<file path="config.mk">
export PLATFORM = sky130hd
export DESIGN_NAME = collision_detect
export DESIGN_NICKNAME = d
export VERILOG_FILES = /design/src/rtl/collision_detect.sv
export SDC_FILE = /design/constraint.sdc
export NUM_CORES = 1
export LEC_CHECK = 0
export ABC_AREA = 1
export CAP_MARGIN = 20
export CORE_UTILIZATION = 40
export DETAILED_ROUTE_END_ITERATION = 8
export PLACE_DENSITY_LB_ADDON = 0.12
export SLEW_MARGIN = 20
export SYNTH_ARGS = -nofsm -noshare
export SYNTH_HDL_FRONTEND = slang
export SYNTH_SLANG_ARGS = --single-unit
</file>
<file path="constraint.sdc">
create_clock -name CLK -period 2 [get_ports CLK]
set_input_delay 0.2 -clock CLK [delete_from_list [all_inputs] [get_ports CLK]]
set_output_delay 0.2 -clock CLK [all_outputs]
set_load 0.005 [all_outputs]
</file>
<file path="src/rtl/collision_detect.sv">
// collision_detect
//
// Pixel-exact player/obstacle collision detector. During the visible scan it
// counts pixels where both the player sprite and the obstacle layer are opaque,
// and at the end of each full frame it decides whether that frame was a hit
// frame. A run of CONFIRM_FRAMES consecutive hit frames raises a held hit
// request toward the game FSM. The request stays up until the game FSM
// acknowledges it. After that the block locks out further detection until the
// game leaves the running states.
//
// Ports:
//   CLK          system clock
//   RESET_N      asynchronous active-low reset
//   pix_en       pixel strobe; hc/vc/pixel inputs are valid when high
//   hc, vc       horizontal / vertical beam counters
//   state        game FSM state; 4'h5..4'hA are the running states
//   player_pix   player sprite colour index, 0 = transparent
//   obstacle_pix obstacle colour index, 0 = transparent
//   hit_ack      game FSM acknowledge of hit (only honoured while in HIT)
//   hit          collision request, held until acknowledged
//   hit_x, hit_y position of the first overlapping pixel of the confirming frame
//   overlap_cnt  overlap pixel count of the last evaluated frame
//   busy         high whenever the detector FSM is not IDLE

module collision_detect #(
    parameter int unsigned CIDXW          = 3,
    parameter int unsigned CORDW          = 10,
    parameter int unsigned HIT_THRESH     = 4,
    parameter int unsigned CONFIRM_FRAMES = 2,
    parameter int unsigned H_START        = 143,
    parameter int unsigned H_END          = 784,
    parameter int unsigned V_START        = 34,
    parameter int unsigned V_END          = 516
) (
    input  logic             CLK,
    input  logic             RESET_N,
    input  logic             pix_en,
    input  logic [CORDW-1:0] hc,
    input  logic [CORDW-1:0] vc,
    input  logic [3:0]       state,
    input  logic [CIDXW:0]   player_pix,
    input  logic [CIDXW:0]   obstacle_pix,
    input  logic             hit_ack,
    output logic             hit,
    output logic [CORDW-1:0] hit_x,
    output logic [CORDW-1:0] hit_y,
    output logic [15:0]      overlap_cnt,
    output logic             busy
);

    localparam logic [CORDW-1:0] HStart        = CORDW'(H_START);
    localparam logic [CORDW-1:0] HEnd          = CORDW'(H_END);
    localparam logic [CORDW-1:0] VStart        = CORDW'(V_START);
    localparam logic [CORDW-1:0] VEnd          = CORDW'(V_END);
    localparam logic [15:0]      HitThresh     = 16'(HIT_THRESH);
    localparam logic [4:0]       ConfirmFrames = 5'(CONFIRM_FRAMES);

    typedef enum logic [2:0] {
        StIdle,
        StScan,
        StEval,
        StHit,
        StLock
    } fsm_e;

    fsm_e             fsm_q, fsm_d;
    logic [15:0]      cnt_q, cnt_d;
    logic             first_q, first_d;
    logic [CORDW-1:0] first_x_q, first_x_d;
    logic [CORDW-1:0] first_y_q, first_y_d;
    logic [3:0]       confirm_q, confirm_d;
    logic             hit_q, hit_d;
    logic [CORDW-1:0] hit_x_q, hit_x_d;
    logic [CORDW-1:0] hit_y_q, hit_y_d;
    logic [15:0]      ovl_cnt_q, ovl_cnt_d;
    logic             busy_q, busy_d;

    // Decoded per-pixel conditions
    logic        running;
    logic        frame_start;
    logic        frame_end;
    logic        in_visible;
    logic        overlap;
    logic [15:0] cnt_inc;
    logic [4:0]  confirm_inc;
    logic        thresh_met;

    always_comb begin
        running     = (state >= 4'h5) && (state <= 4'hA);
        frame_start = pix_en && (hc == '0) && (vc == '0);
        frame_end   = pix_en && (hc == HEnd) && (vc == VEnd);
        in_visible  = (hc >= HStart) && (hc <= HEnd) && (vc >= VStart) && (vc <= VEnd);
        overlap     = pix_en && in_visible && (|player_pix) && (|obstacle_pix);
        // Saturate rather than wrap so a huge overlap never looks like a small one.
        cnt_inc     = (cnt_q == 16'hFFFF) ? cnt_q : cnt_q + 16'd1;
        // One bit wider so the compare against CONFIRM_FRAMES (up to 15) cannot alias.
        confirm_inc = {1'b0, confirm_q} + 5'd1;
        thresh_met  = (cnt_q >= HitThresh);
    end

    // Next-state and datapath updates
    always_comb begin
        fsm_d     = fsm_q;
        cnt_d     = cnt_q;
        first_d   = first_q;
        first_x_d = first_x_q;
        first_y_d = first_y_q;
        confirm_d = confirm_q;
        hit_d     = hit_q;
        hit_x_d   = hit_x_q;
        hit_y_d   = hit_y_q;
        ovl_cnt_d = ovl_cnt_q;

        unique case (fsm_q)
            StIdle: begin
                cnt_d     = '0;
                first_d   = 1'b0;
                confirm_d = '0;
                // Only enter on a frame boundary so partial frames are never scanned.
                if (frame_start && running) begin
                    fsm_d = StScan;
                end
            end

            StScan: begin
                if (!running) begin
                    fsm_d     = StIdle;
                    cnt_d     = '0;
                    first_d   = 1'b0;
                    confirm_d = '0;
                end else begin
                    if (overlap) begin
                        cnt_d = cnt_inc;
                        if (!first_q) begin
                            first_d   = 1'b1;
                            first_x_d = hc;
                            first_y_d = vc;
                        end
                    end
                    // The last visible pixel is still counted above before evaluating.
                    if (frame_end) begin
                        fsm_d = StEval;
                    end
                end
            end

            StEval: begin
                ovl_cnt_d = cnt_q;
                confirm_d = thresh_met ? confirm_inc[3:0] : 4'd0;
                if (thresh_met && (confirm_inc == ConfirmFrames)) begin
                    hit_x_d = first_x_q;
                    hit_y_d = first_y_q;
                    hit_d   = 1'b1;
                    fsm_d   = StHit;
                end else begin
                    fsm_d = StScan;
                end
                cnt_d   = '0;
                first_d = 1'b0;
            end

            StHit: begin
                // Held regardless of the game state until explicitly acknowledged.
                if (hit_ack) begin
                    hit_d = 1'b0;
                    fsm_d = StLock;
                end
            end

            StLock: begin
                // Wait for the game to leave the running states so one collision
                // event produces exactly one hit.
                if (!running) begin
                    fsm_d     = StIdle;
                    confirm_d = '0;
                end
            end

            default: begin
                fsm_d = StIdle;
            end
        endcase

        busy_d = (fsm_d != StIdle);
    end

    always_ff @(posedge CLK or negedge RESET_N) begin
        if (!RESET_N) begin
            fsm_q     <= StIdle;
            cnt_q     <= '0;
            first_q   <= 1'b0;
            first_x_q <= '0;
            first_y_q <= '0;
            confirm_q <= '0;
            hit_q     <= 1'b0;
            hit_x_q   <= '0;
            hit_y_q   <= '0;
            ovl_cnt_q <= '0;
            busy_q    <= 1'b0;
        end else begin
            fsm_q     <= fsm_d;
            cnt_q     <= cnt_d;
            first_q   <= first_d;
            first_x_q <= first_x_d;
            first_y_q <= first_y_d;
            confirm_q <= confirm_d;
            hit_q     <= hit_d;
            hit_x_q   <= hit_x_d;
            hit_y_q   <= hit_y_d;
            ovl_cnt_q <= ovl_cnt_d;
            busy_q    <= busy_d;
        end
    end

    assign hit         = hit_q;
    assign hit_x       = hit_x_q;
    assign hit_y       = hit_y_q;
    assign overlap_cnt = ovl_cnt_q;
    assign busy        = busy_q;

endmodule

</file>
==> results of run 1 <==
==> cells by family (layout without fill, tap and decap cells) <==
logic type | after synthesis | count (layout) | synth area share
adders and majority gates | 4 | 4 | 0.0121
xor gates and xnor gates | 8 | 8 | 0.0169
DFF | 82 | 82 | 0.495
AOI/OAI and AO/OA | 71 | 71 | 0.0924
buffers and inverters | 91 | 182 | 0.0864
and+or+nand+nor | 279 | 279 | 0.297
==> placed cells by master, fill, tap and decap left out, types with 3 or more instances in the layout <==
cell type / count
inv_2: 6
nor2_1: 51
ha_1: 4
o21ai_1: 8
o21ai_0: 51
nand2_1: 158
nor2_2: 3
inv_1: 69
dfrtp_1: 82
a21oi_1: 5
nand4_1: 23
clkdlybuf4s50_1: 72
clkbuf_8: 9
nand3_1: 20
xor2_1: 7
nand2_2: 3
buf_4: 15
nor3_1: 10
inv_6: 3
==> per-stage QoR <==
step / cell area, µm² / std cells / setup TNS [ps] / power (mW) / hold slack [ps]
6_report: 5320 / 759 / 0 / 3.02 / 368
5_1_grt: 5320 / 759 / 0 / 3.15 / 410
4_1_cts: 5310 / 759 / 0 / 3.06 / 379
3_5_place_dp: 5110 / 742 / -396 / 1.91 / 213
3_3_place_gp: 5110 / 742 / 0 / 1.91 / 215
2_1_floorplan: 4140 / 535 / 0 / 1.77 / -95.6
==> registers in the layout, indices dropped and copies added (netlist names) <==
name / cells
overlap_cnt: 16
hit_x: 10
hit: 1
confirm_q: 4
first_y_q: 10
first_x_q: 10
busy: 1
hit_y: 10
first_q: 1
cnt_q: 16
fsm_q: 3
==> layer usage <==
metal | vias up | global-route usage | wire length, µm
met5 | - | 0 | 0
met4 | 0 | 0.0735 | 119
met3 | 10 | 0.0371 | 425
met2 | 80 | 0.314 | 4710
met1 | 1716 | 0.269 | 4730
li1 | 1877 | - | -
==> area by class of cell <==
type / instances / area (µm²)
Clock inverter: 7 / 58.8
Tap cell: 133 / 166
Clock buffer: 9 / 124
Inverter: 75 / 282
Sequential cell: 82 / 2050
Timing Repair Buffer: 91 / 895
Multi-Input combinational cell: 362 / 1740
Fill cell: 960 / 4590
==> worst min path at each step <==
stage,start,to,slack (ps)
floorplan,RESET_N,busy$_DFF_PN0_,-100
finish,RESET_N,hit_y[6]$_DFFE_PN0P_,370
detailed placement,RESET_N,hit_y[6]$_DFFE_PN0P_,210
global route,RESET_N,hit_y[6]$_DFFE_PN0P_,410
global placement,RESET_N,hit_y[7]$_DFFE_PN0P_,220
CTS,RESET_N,hit_y[7]$_DFFE_PN0P_,380
==> timing repair <==
action / in CTS / in global routing
resized for setup: 0 / 2
hold buffers: 1 / 0
endpoints found under the setup margin: 0 / 1
endpoints found under the hold margin: 38 / 0
==> power breakdown <==
| part | internal, mW | switching (mW) |
|---|---|---|
| Sequential | 1.67 | 0.00685 |
| Combinational | 0.0948 | 0.105 |
| Clock | 0.473 | 0.676 |
==> critical path: cells and delay by family (launching register included) <==
family | cells | cell delay (ps)
xor gates and xnor gates | 1 | 200
AOI/OAI and AO/OA | 2 | 210
buffers and inverters | 1 | 230
DFF | 1 | 440
and+or+nand+nor | 3 | 370
adders and majority gates | 1 | 230
==> flow_metrics.tcl, run 1 <==
set metrics [dict create \
    status "finished, final reports clean" \
    p_leak_nw 2.44 \
    diodes 0 \
    setup_ws_ps 217 \
    cp.required_ps 2240 \
    synth-main-ff-cell "dfrtp_1" \
    area_growth_pct 28.3 \
    die_x_um 104 \
    arrival_ps 2020 \
    ys_types 31 \
    tritoncts "yes" \
    cts_buffers 9 \
    r2r_start "confirm_q[0]$_DFFE_PN0P_" \
    crit_chain "ha_1, xnor2_1, o211ai_1, nor2_1, nand3_2, buf_4, nand2_1, o21ai_0" \
    chipHeight_um 104 \
    dpl.hpwl_mm 7.37 \
    fp.coreArea_um2 9910 \
    utilization 0.536 \
    die_area_um2 10800 \
    vias_per_cell 4.85 \
    antenna_found_initial 0 \
    synth_edf_count 0 \
    grt_use_total 0.198 \
    insertion_delay_ps 360 \
    ir_drop_v 0.000283 \
    synth.most_common_cell "nand2_1" \
    grt_pass1_wl_mm 17.2 \
    io_pins 74 \
    dr_total_vias 3683 \
    ys_ff_latch 82 \
    drtPass1Iterations 4 \
    yosys.area.top_type "dfrtp_1" \
    start_util 0.418 \
    routed_wirelength_mm 9.99 \
    placement.io_buffers 73 \
    cp-start-kind "flop" \
    clkSlewWorstSetupHoldPaths_ps 90 \
    ff2ff_setup_slack_ps 220 \
    root_buffer "clkbuf_8" \
    synth_area_leaders "dfrtp_1 50%, nand2_1 14%, inv_1 6.3%, o21ai_0 6.2%, nor2_1 4.6%" \
    fin_crit_sh 0.891 \
    maxCapViolations 0 \
    worstRegToRegCells 8 \
    slew_viol_final 0 \
    reg2reg_to "hit_y[2]$_DFFE_PN0P_" \
    hold_path_class "in -> async" \
    cts_sinks 82 \
    worst_pin_slew_ps 522 \
    netlist_area_um2 4140 \
    routabilityCongestion 0.849 \
    hold_viol_final 0 \
    grt_pass1_vias 3606 \
    yosysSeqAreaShare 0.495 \
    drt.antenna.violating_nets 0 \
    wl_per_cell_um 13.2 \
    worstPathMaxFanout 17 \
    cts_max_path_buffers 2 \
    min_period_ps 1780 \
    crit_start "confirm_q[0]$_DFFE_PN0P_" \
    drive_above_1_share 0.0895 \
    synth_common_cells "158 x nand2_1, 82 x dfrtp_1, 69 x inv_1" \
    rows 36 \
    h-tree-depth 3 \
    endpoint "hit_y[2]$_DFFE_PN0P_" \
    powerDensity_nw_per_um2 569 \
    final-setup-viol-count 0 \
    synth.net_count 575 \
    clock_skew_ps 10.2 \
    netlist_instances 535 \
    asyncSetResetFlopFracSynth 1.00 \
    cp-end-kind "flop" \
    grt_max_degree 45 \
    grt_overflow_total 0 \
    yosysTopAreaCellShare 0.495 \
    worstSetupPathType "reg -> reg" \
    num-nets-final 661 \
    postCtsSetupBuffers 0 \
    max_stage_delay_ps 440 \
    drc 0 \
    max_freq_ghz 0.561 \
    dpl_worst_slack_ps -40.6 \
    rsz0062_at_grt "no" \
    worst_slew_margin_rel 0.652 \
    crit_path_top_delay_cell "dfrtp_1" \
    drt_iter0_markers 147 \
    synth_warnings 0 \
    syn_avg_cell_area_um2 7.74 \
]
Note: power is estimated with default switching activity, not from simulation.
==> run 2: changes to the inputs <==
--- a/config.mk
+++ b/config.mk
@@ -7,7 +7,9 @@
 export LEC_CHECK = 0
 export ABC_AREA = 1
 export CAP_MARGIN = 20
-export CORE_UTILIZATION = 40
+export CELL_PAD_IN_SITES_DETAIL_PLACEMENT = 1
+export CELL_PAD_IN_SITES_GLOBAL_PLACEMENT = 1
+export CORE_UTILIZATION = 38
 export DETAILED_ROUTE_END_ITERATION = 8
 export PLACE_DENSITY_LB_ADDON = 0.12
 export SLEW_MARGIN = 20
==> run 2 against run 1 <==
- via count grew 2.7%
- non-clock buffer count grew 1
- cell count grew 0.40%
- critical path depth is the same
- fmax shrank 0.21%
- clock power grew 27%
- global-route usage grew 2.3 points
- first-iteration DRC count grew 19%
- combinational power grew 2%
- critical endpoint is now hit_x[4]$_DFFE_PN0P_
- total power grew 10%
==> flow_metrics.tcl, run 2 (synthesized netlist as in run 1, its figures left out) <==
set metrics [dict create \
    critPathTopFamily "flip-flops" \
    maxCapViolations 0 \
    fin_crit_sh 0.893 \
    clock_skew_ps 10.0 \
    final-setup-viol-count 0 \
    grt_max_degree 62 \
    final_common_cell "nand2_1" \
    rsz0062_at_grt "no" \
    crit_chain "ha_1, xnor2_1, o211ai_1, nor2_1, nand3_1, buf_12, nand2_1, o21ai_0" \
    fillers 1323 \
    max_freq_ghz 0.560 \
    ff_latch_area_um2 2050 \
    grt_use_total 0.220 \
    worstSetupPathType "reg -> reg" \
    grt_overflow_total 0 \
    vias_per_cell 4.97 \
    ir_drop_v 0.000360 \
    grt_pass1_vias 4088 \
    die_x_um 106 \
    drive_above_1_share 0.0879 \
    diodes 0 \
    cts_buffers 9 \
    antenna_found_initial 0 \
    worst_pin_slew_ps 388 \
    crit_start "confirm_q[0]$_DFFE_PN0P_" \
    drc 0 \
    die_area_um2 11300 \
    dr_total_vias 3784 \
    layout_common_cells "158 x nand2_1, 82 x dfrtp_1, 72 x clkdlybuf4s50_1" \
    dpl.hpwl_mm 8.54 \
    max_stage_delay_ps 440 \
    cts_resized 0 \
    dpl_worst_slack_ps -13.8 \
    arrival_ps 2030 \
    grt_pass1_wl_mm 19.6 \
    slew_viol_final 0 \
    area_growth_pct 30.3 \
    clkSlewWorstSetupHoldPaths_ps 90 \
    setup_ws_ps 213 \
    path_depth 8 \
    fp.coreArea_um2 10500 \
    status "finished, final reports clean" \
    worstPathMaxFanout 41 \
    multi_input_area_um2 1730 \
    routed_wirelength_mm 11.4 \
    drt_iter0_markers 175 \
    r2r_start "confirm_q[0]$_DFFE_PN0P_" \
    hold_path_class "in -> async" \
    cts_max_path_buffers 2 \
    rows 37 \
    crit_path_top_delay_cell "dfrtp_1" \
    start_util 0.396 \
    holdWs_ps 267 \
    reg2reg_to "hit_x[4]$_DFFE_PN0P_" \
    cp.required_ps 2240 \
    postCtsSetupBuffers 0 \
    chipHeight_um 106 \
    worstRegToRegCells 8 \
    worst-path-buf-inv 1 \
    hold_viol_final 0 \
    endpoint "hit_x[4]$_DFFE_PN0P_" \
    cp-end-kind "flop" \
    tritoncts "yes" \
    placement.io_buffers 73 \
    p_leak_nw 2.48 \
    utilization 0.516 \
    routabilityCongestion 0.872 \
    cts_sinks 82 \
    min_period_ps 1790 \
    root_buffer "clkbuf_8" \
    num-nets-final 662 \
    insertion_delay_ps 350 \
    powerDensity_nw_per_um2 618 \
    h-tree-depth 3 \
    wl_per_cell_um 15.0 \
    cp-start-kind "flop" \
    drtPass1Iterations 4 \
    io_pins 74 \
    drt.antenna.violating_nets 0 \
    ff2ff_setup_slack_ps 210 \
    worst_slew_margin_rel 0.739 \
]
run 2: worst min-delay path by stage:
| stage | from | depth (start not counted) | endpoint |
|---|---|---|---|
| final | RESET_N | 2 | first_y_q[3]$_DFFE_PN0P_ |
| after CTS | RESET_N | 2 | first_y_q[3]$_DFFE_PN0P_ |
| after floorplan | RESET_N | 0 | busy$_DFF_PN0_ |
| after global placement | RESET_N | 1 | hit_y[3]$_DFFE_PN0P_ |
| after global routing | RESET_N | 2 | first_y_q[3]$_DFFE_PN0P_ |
| after detailed placement | RESET_N | 1 | first_y_q[3]$_DFFE_PN0P_ |
run 2: repair_timing:
action | CTS | global route
hold buffers | 1 | 0
setup endpoints to repair | 0 | 0
hold endpoints to repair | 21 | 0
run 2: routing by layer:
metal | track usage | part of all wire | vias up | wire (µm)
met4 | 0.0793 | 0.017 | 0 | 199
met3 | 0.0282 | 0.024 | 16 | 275
met2 | 0.396 | 0.51 | 59 | 5840
met5 | 0 | 0 | - | 0
li1 | - | - | 1871 | -
met1 | 0.269 | 0.45 | 1838 | 5110
run 2: worst register-to-register path, delay by kind of cell, from the launching register on:
family	cells	cell delay [ps]
xor+xnor	1	210
buf+inv	1	210
flops	1	440
simple gates	3	380
fa+ha+maj	1	240
compound gates	2	200
run 2: area by class of cell:
type,instances,share of cell area
repair buffers,92,0.171
multi-input cells,362,0.321
clock inverters,6,0.0213
clock buffers,9,0.0229
flip-flops and latches,82,0.380
inverters,75,0.0521
well taps,136,0.0315
run 2: power by group:
| part | internal, mW | total (mW) | switching [mW] |
|---|---|---|---|
| Clock | 0.829 | 1.46 | 0.632 |
| Combinational | 0.0952 | 0.204 | 0.109 |
| Sequential | 1.67 | 1.67 | 0.00708 |
run 2: metrics by stage:
stage	instance area [µm²]	total power, mW	instances	setup TNS (ps)
floorplan	4140	1.77	535	0
global placement	5150	1.90	746	0
detailed placement	5150	1.91	746	-23.8
CTS	5400	3.38	762	0
global route	5400	3.46	762	0
finish	5400	3.34	762	0
